$ cat config.mk
export PLATFORM = sky130hd
export DESIGN_NAME = fifo_read_ctrl_flat
export DESIGN_NICKNAME = d
export VERILOG_FILES = /design/src/rtl/fifo_read_ctrl_if.sv /design/src/rtl/fifo_read_ctrl.sv /design/src/flat_wrapper.sv
export SDC_FILE = /design/constraint.sdc
export NUM_CORES = 1
export LEC_CHECK = 0
export BUFFER_PORTS_ARGS = -buffer_cell sky130_fd_sc_hd__clkbuf_2
export CAP_MARGIN = 10
export CELL_PAD_IN_SITES_DETAIL_PLACEMENT = 0
export CELL_PAD_IN_SITES_GLOBAL_PLACEMENT = 1
export CORE_ASPECT_RATIO = 0.8
export CORE_UTILIZATION = 37
export CTS_CLUSTER_SIZE = 20
export DETAILED_ROUTE_END_ITERATION = 6
export PLACE_DENSITY = 0.89
export RECOVER_POWER = 25
export SYNTH_ARGS = -nofsm -noshare
export SYNTH_HDL_FRONTEND = slang
export SYNTH_SLANG_ARGS = --single-unit
$ cat constraint.sdc
create_clock -name clk -period 2.3 [get_ports clk]
set_input_delay 0.345 -clock clk [delete_from_list [all_inputs] [get_ports clk]]
set_output_delay 0.345 -clock clk [all_outputs]
set_load 0.005 [all_outputs]
$ cat src/rtl/fifo_read_ctrl_if.sv
// rtl/fifo_read_ctrl_if.sv - read-side handshake bundle between consumer, FIFO RAM port and read controller
interface fifo_read_ctrl_if #(
  parameter int ADDR_W = 4
);
  logic              citaj;
  logic              citaj_vise;
  logic [ADDR_W:0]   wptr;
  logic [ADDR_W:0]   rptr;
  logic [ADDR_W-1:0] raddr;
  logic              fifo_rd;
  logic              fifo_empty;
  logic [ADDR_W:0]   fifo_count;
  logic              burst_busy;
  logic              burst_done;
  logic [ADDR_W:0]   burst_beats;
  logic              underflow;

  modport master (
    output citaj, citaj_vise, wptr,
    input  rptr, raddr, fifo_rd, fifo_empty, fifo_count,
    input  burst_busy, burst_done, burst_beats, underflow
  );

  modport slave (
    input  citaj, citaj_vise, wptr,
    output rptr, raddr, fifo_rd, fifo_empty, fifo_count,
    output burst_busy, burst_done, burst_beats, underflow
  );
endinterface

$ cat src/rtl/fifo_read_ctrl.sv
// rtl/fifo_read_ctrl.sv - FIFO read pointer with wrap bit, single/burst read FSM and sticky underflow
module fifo_read_ctrl #(
  parameter int ADDR_W    = 4,
  parameter int BURST_LEN = 4
) (
  input  logic clk,
  input  logic rst_edge,
  fifo_read_ctrl_if.slave bus
);
  typedef enum logic {IDLE = 1'b0, BURST = 1'b1} state_t;

  localparam logic [ADDR_W:0] LEN = (ADDR_W+1)'(BURST_LEN);
  localparam logic [ADDR_W:0] ONE = (ADDR_W+1)'(1);

  state_t          state, state_nxt;
  logic [ADDR_W:0] rptr_q;
  logic [ADDR_W:0] beat_cnt, beat_cnt_nxt, beat_inc;
  logic [ADDR_W:0] beats_q, beats_nxt;
  logic            busy_q, done_q, done_nxt, uf_q, uf_nxt;
  logic            rd, empty;

  // Wrap bit makes equal pointers mean empty; full is the write side's concern
  assign empty          = (rptr_q == bus.wptr);
  assign beat_inc       = beat_cnt + ONE;
  assign bus.fifo_empty = empty;
  assign bus.fifo_count = bus.wptr - rptr_q;
  assign bus.fifo_rd    = rd;
  assign bus.rptr       = rptr_q;
  assign bus.raddr      = rptr_q[ADDR_W-1:0];
  assign bus.burst_busy = busy_q;
  assign bus.burst_done = done_q;
  assign bus.burst_beats = beats_q;
  assign bus.underflow  = uf_q;

  always_comb begin
    state_nxt    = state;
    beat_cnt_nxt = beat_cnt;
    beats_nxt    = beats_q;
    done_nxt     = 1'b0;
    uf_nxt       = uf_q;
    rd           = 1'b0;
    case (state)
      IDLE: begin
        if (bus.citaj || bus.citaj_vise) begin
          if (empty) uf_nxt = 1'b1;
          else       rd     = 1'b1;
        end
        // Burst wins over a simultaneous single read; first beat goes out now
        if (bus.citaj_vise && !empty) begin
          beat_cnt_nxt = ONE;
          if (LEN == ONE) begin
            done_nxt  = 1'b1;
            beats_nxt = ONE;
          end else begin
            state_nxt = BURST;
          end
        end
      end
      BURST: begin
        if (empty) begin
          state_nxt = IDLE;
          done_nxt  = 1'b1;
          beats_nxt = beat_cnt;
        end else begin
          rd           = 1'b1;
          beat_cnt_nxt = beat_inc;
          if (beat_inc == LEN) begin
            state_nxt = IDLE;
            done_nxt  = 1'b1;
            beats_nxt = LEN;
          end
        end
      end
      default: state_nxt = IDLE;
    endcase
  end

  always_ff @(posedge clk or posedge rst_edge) begin
    if (rst_edge) begin
      state    <= IDLE;
      rptr_q   <= '0;
      beat_cnt <= '0;
      beats_q  <= '0;
      busy_q   <= 1'b0;
      done_q   <= 1'b0;
      uf_q     <= 1'b0;
    end else begin
      state    <= state_nxt;
      beat_cnt <= beat_cnt_nxt;
      beats_q  <= beats_nxt;
      busy_q   <= (state_nxt == BURST);
      done_q   <= done_nxt;
      uf_q     <= uf_nxt;
      if (rd) rptr_q <= rptr_q + ONE;
    end
  end
endmodule

$ cat src/flat_wrapper.sv
// flat-port wrapper written by rule: the top's interface ports become plain ports
module fifo_read_ctrl_flat 
#(
  parameter int ADDR_W    = 4,
  parameter int BURST_LEN = 4
)
  (clk, rst_edge, bus_citaj, bus_citaj_vise, bus_wptr, bus_rptr, bus_raddr, bus_fifo_rd, bus_fifo_empty, bus_fifo_count, bus_burst_busy, bus_burst_done, bus_burst_beats, bus_underflow);
  fifo_read_ctrl_if #(.ADDR_W(ADDR_W)) bus_i ();
  input  logic clk;
  input  logic rst_edge;
  input wire logic [$bits(bus_i.citaj)-1:0] bus_citaj;
  input wire logic [$bits(bus_i.citaj_vise)-1:0] bus_citaj_vise;
  input wire logic [$bits(bus_i.wptr)-1:0] bus_wptr;
  output wire logic [$bits(bus_i.rptr)-1:0] bus_rptr;
  output wire logic [$bits(bus_i.raddr)-1:0] bus_raddr;
  output wire logic [$bits(bus_i.fifo_rd)-1:0] bus_fifo_rd;
  output wire logic [$bits(bus_i.fifo_empty)-1:0] bus_fifo_empty;
  output wire logic [$bits(bus_i.fifo_count)-1:0] bus_fifo_count;
  output wire logic [$bits(bus_i.burst_busy)-1:0] bus_burst_busy;
  output wire logic [$bits(bus_i.burst_done)-1:0] bus_burst_done;
  output wire logic [$bits(bus_i.burst_beats)-1:0] bus_burst_beats;
  output wire logic [$bits(bus_i.underflow)-1:0] bus_underflow;
  assign bus_i.citaj = bus_citaj;
  assign bus_i.citaj_vise = bus_citaj_vise;
  assign bus_i.wptr = bus_wptr;
  assign bus_rptr = bus_i.rptr;
  assign bus_raddr = bus_i.raddr;
  assign bus_fifo_rd = bus_i.fifo_rd;
  assign bus_fifo_empty = bus_i.fifo_empty;
  assign bus_fifo_count = bus_i.fifo_count;
  assign bus_burst_busy = bus_i.burst_busy;
  assign bus_burst_done = bus_i.burst_done;
  assign bus_burst_beats = bus_i.burst_beats;
  assign bus_underflow = bus_i.underflow;
  fifo_read_ctrl #(.ADDR_W(ADDR_W), .BURST_LEN(BURST_LEN)) u_core (.clk(clk), .rst_edge(rst_edge), .bus(bus_i));
endmodule
==> Word-level counts from Yosys, hierarchy flattened <==
Cells that the tools add are included.
{ "classes": {"n_bitwise": 1, "reduce_logical": 7, "n_eq_ne": 4, "mux": 15, "addsub": 3} }
{ "ops": {"columns": ["op", "n"], "rows": [
  ["two-way mux 5 bit", 4],
  ["adder 5 x 1 -> 5 bit (second input constant)", 2],
  ["case mux 5 bit (2 select lines)", 1],
  ["two-way mux 1 bit", 8],
  ["== test 5 x 3 -> 1 bit (second input constant)", 1],
  ["== test 5 bit", 1],
  ["subtractor 5 bit", 1],
  ["case mux 1 bit (2 select lines)", 2],
  ["AND reduction 2 bit", 2],
  ["AND reduction 3 bit", 1],
  ["inequality test 2 x 1 -> 1 bit (second input constant)", 1],
  ["inequality test 2 bit (second input constant)", 1],
  ["nonzero test 2 bit", 1],
  ["logical AND 1 bit", 1],
  ["zero test 1 bit", 1],
  ["logical OR 1 bit", 1],
  ["NOT 1 bit", 1]
]} }
{ "totals": {"register_bits": 18, "output_inout_bits": 24} }

==> Longest topological paths before layout <==
{ "logic_depth": {"depth_word": 5, "mapped_depth": 8} }

==> Worst setup path before layout <==
Ideal clock, no wire load.
{ "synth_timing": {"kind": "register to output", "from": "register u_core.rptr_q[0] (netlist: u_core.bus.rptr[0])", "to": "output port bus_fifo_count[4]", "n_path_buf": 0, "required_time_ps": 1955, "t_arrival_ps": 1483, "path_slack_ps": 472, "path_stages_with_launch": 7, "cell_sequence": "dfrtp_1 -> ha_1 -> inv_1 -> fa_1 -> a21o_1 -> a21oi_1 -> xnor2_1"} }
{ "synth_between": {"elab_chain_len": 1} }
{ "synth_rtl": {"columns": ["element", "line", "source"], "rows": [
  ["from (decl)", "fifo_read_ctrl.sv:16", "logic [ADDR_W:0] rptr_q;"],
  ["from (signal assigned)", "fifo_read_ctrl.sv:94", "if (rd) rptr_q <= rptr_q + ONE;"],
  ["subtractor 5 bit", "fifo_read_ctrl.sv:26", "assign bus.fifo_count = bus.wptr - rptr_q;"],
  ["to (decl)", "flat_wrapper.sv:18", "output wire logic [$bits(bus_i.fifo_count)-1:0] bus_fifo_count;"]
]} }
Every way passes these cells.

==> Worst setup path after layout <==
Ends and elaborated chain as after synthesis.

==> results.ini <==
[flow_run]
cap_violations = 0

[placement]
dpl_cell_area_mm2 = 0.001166
port_buffers = 32
place_congestion = 0.8031
dp_hpwl_mm = 1.519

[floorplanning]
coreArea_mm2 = 0.002522
die_x_um = 60.48
die-height_um = 48.78
start_util = 0.4013
pin_count = 33
rows = 16
die_area_mm2 = 0.002950

[layout]
drive_above_1_share = 0.3817
final_cell_mix = clkbuf_2 (32), dfrtp_1 (15), inv_1 (14)
layout_commonest_cell = clkbuf_2
syn_to_final_growth_pct = 22.00
antennaDiodeCount = 0
fin_nets = 148
final_area_mm2 = 0.001235

[yosys]
yosysWarnings = 0
synthCells = 99
synth_top_family_by_area = compound AO/OA/AOI/OAI gates
yosysUniqueCellTypes = 29
synth_xor_area_frac = 0.07664
synth.area.top_cells = dfrtp_1 (44%), ha_1 (7.4%), inv_1 (5.2%), xnor2_1 (4.3%), o21ai_0 (4.0%)
synth_nets = 115
synth_compound_area_frac = 0.1743
yosys.area_share.simple = 0.1075
ys_seq_elements = 18
yosys.area.top_type = dfrtp_1
yosysSeqAreaShare = 0.4450
synthMuxAreaShare = 0
synth-adder-area-share = 0.09394
synth_top_area_share = 0.4450
avgSynthCellArea_um2 = 10.22
synth.cell_area_mm2 = 0.001012

[global_route]
grt_max_degree = 19
grt_pass1_wl_mm = 3.477
track_usage = 0.1561
antenna_found_initial = 0
grt_pass1_vias = 758
overflow = 0

[clocking]
root_buffer = clkbuf_4
htreeDepth = 1
tritoncts = built
cts.reportedPaths.clkPinSlew_ns = 0.10
holdBufCountCts = 0
cts_buffers = 3
cts.sinks = 18
cts_buffer_depth = 2
insertion_delay_ns = 0.29

[setup_path]
critPathLaunchType = register
critPathCaptureType = output port
path_buf_inv = 2
cp_max_fo = 2
cp_cell_sequence = ha_1, inv_1, fa_2, a21o_1, a21oi_2, xnor2_1, clkbuf_2
worst_path_dominant_cell_family = adder cells
slowest_stage = dfrtp_2
critPathRequiredTime_ns = 1.96
critPathMaxStageDelay_ns = 0.39
cp.arrival_ns = 1.84
criticalPathCategory = register to output port

[timing]
slew_violations = 0
rsz0062_at_grt = no
relSlewSlack = 0.5090
fin_worst_skew_ns = 0.0006035
fmax_ghz = 0.4586
tightest_slew_ns = 0.7288
finalCriticalPeriod_ns = 2.181
holdWs_ns = 0.1195
finalSetupViolations = 0
tns_ns = 0
hold_violations = 0
period_share = 0.9481

[route]
routed_via_density = 4.796
ant_nets = 0
wl_per_cell_um = 12.17
via_count = 801
drt-total-wl_mm = 2.032
drt_iter0_markers = 17
drc = 0
first_pass_iters = 4

[pwr]
p_leak_nw = 0.6657
internal_power_w = 0.001014
pwr-share-comb = 0.528
switching_power_w = 0.0006858
powerDensity_mw_per_mm2 = 1377
switching_share = 0.4034
vdd.ir_drop.worst_v = 0.0005147
seqPwrFrac = 0.356
clockPowerShare = 0.115

[status]
status = complete, no violations

[hold_path]
hold_path.class = primary input to asynchronous set/reset pin

[final timing paths]
| check | slack [ns] | start | to | depth (start not counted) |
|---|---|---|---|---|
| setup / recovery | 0.12 | u_core.bus.rptr[0] | bus_fifo_count[4] | 7 |
| hold / removal | 0.12 | rst_edge | u_core.bus.rptr[4] | 2 |
| setup reg to reg | 0.41 | u_core.bus.rptr[2] | u_core.beat_cnt[0] | 6 |
| hold reg to reg | 0.47 | u_core.bus.underflow | u_core.bus.underflow | 1 |
| max in group asynchronous | 1.71 | rst_edge | u_core.bus.rptr[0] | 2 |
| min in group clk | 0.41 | bus_citaj | u_core.bus.underflow | 4 |
[per-layer routing]
layer | wire length (um) | share of wire | up-vias | global-route usage
met4 | 18 | 0.0089 | 0 | 0.03409
met1 | 954 | 0.47 | 377 | 0.2161
met3 | 97 | 0.048 | 4 | 0.04775
li1 | - | - | 399 | -
met2 | 962 | 0.47 | 21 | 0.2399
met5 | 0 | 0 | - | 0
[worst reg2reg max path, delay by kind of cell, from the launching register on]
family / cells / cell delay [ns]
AOI/OAI and AO/OA: 2 / 0.52
adders and majority gates: 1 / 0.34
buffers and inverters: 1 / 0.06
and+or+nand+nor: 2 / 0.38
DFF: 1 / 0.43
[timing repair]
item | in CTS | in global routing
setup buffers | 1 | 2
resized for setup | 1 | 4
pin swaps | 0 | 0
setup endpoints to repair | 1 | 3
gates cloned | 0 | 0
[final cells by class]
type | count | area (um2)
Tap cell | 36 | 45.04
Inverter | 14 | 52.55
Sequential cell | 18 | 454.2
Timing Repair Buffer | 35 | 182.7
Clock buffer | 4 | 36.28
Multi-Input combinational cell | 60 | 464.2
Fill cell | 249 | 1287
[stage by stage]
stage,cells,util,power (W),setup WS (ns)
3_5_place_dp,160,0.4623,0.001455,0.2200
6_report,167,0.4896,0.001700,0.1194
5_1_grt,167,0.4896,0.001854,0.003874
4_1_cts,165,0.4802,0.001670,0.01668
3_3_place_gp,160,0.4623,0.001418,0.3438
2_1_floorplan,99,-,0.001184,0.4724
[synthesized netlist by cell type]
cell and number:
xnor2_2 1, nand4_1 2, inv_1 14, buf_4 4
nor2b_1 1, nor2_1 3, o32ai_1 1, buf_2 1
and4_4 1, o2bb2ai_1 2, or4_1 1, xor2_1 2
o21ai_0 8, ha_1 6, a22oi_4 1, a21o_2 1
clkbuf_2 1, a32o_1 1, dfrtp_1 18, xnor2_1 5
a31oi_2 1, a21oi_1 4, nand2_1 5, a21o_1 3
buf_6 1, nand2_2 1, fa_1 1, a211oi_1 2
nand3_1 7
[state kept, by name, indices dropped and copies added (netlist names)]
name                    count
u_core.beat_cnt             5
u_core.bus.burst_beats      5
u_core.bus.burst_done       1
u_core.bus.rptr             5
u_core.bus.underflow        1
u_core.state                1
[power by group through the flow]
stage	sequential (W)	clock (W)	combinational (W)
floorplan	0.000597	0	0.000587
global placement	0.000607	0	0.000811
detailed placement	0.000618	0	0.000837
CTS	0.000601	0.000200	0.000869
global route	0.000629	0.000216	0.00101
finish	0.000606	0.000196	0.000898
[logic make-up after synthesis]
family | count (synthesis)
fa+ha+maj | 7
buf+inv | 21
xor+xnor | 8
compound gates | 24
flops | 18
simple gates | 21
Note: power is estimated with default switching activity, not from simulation.
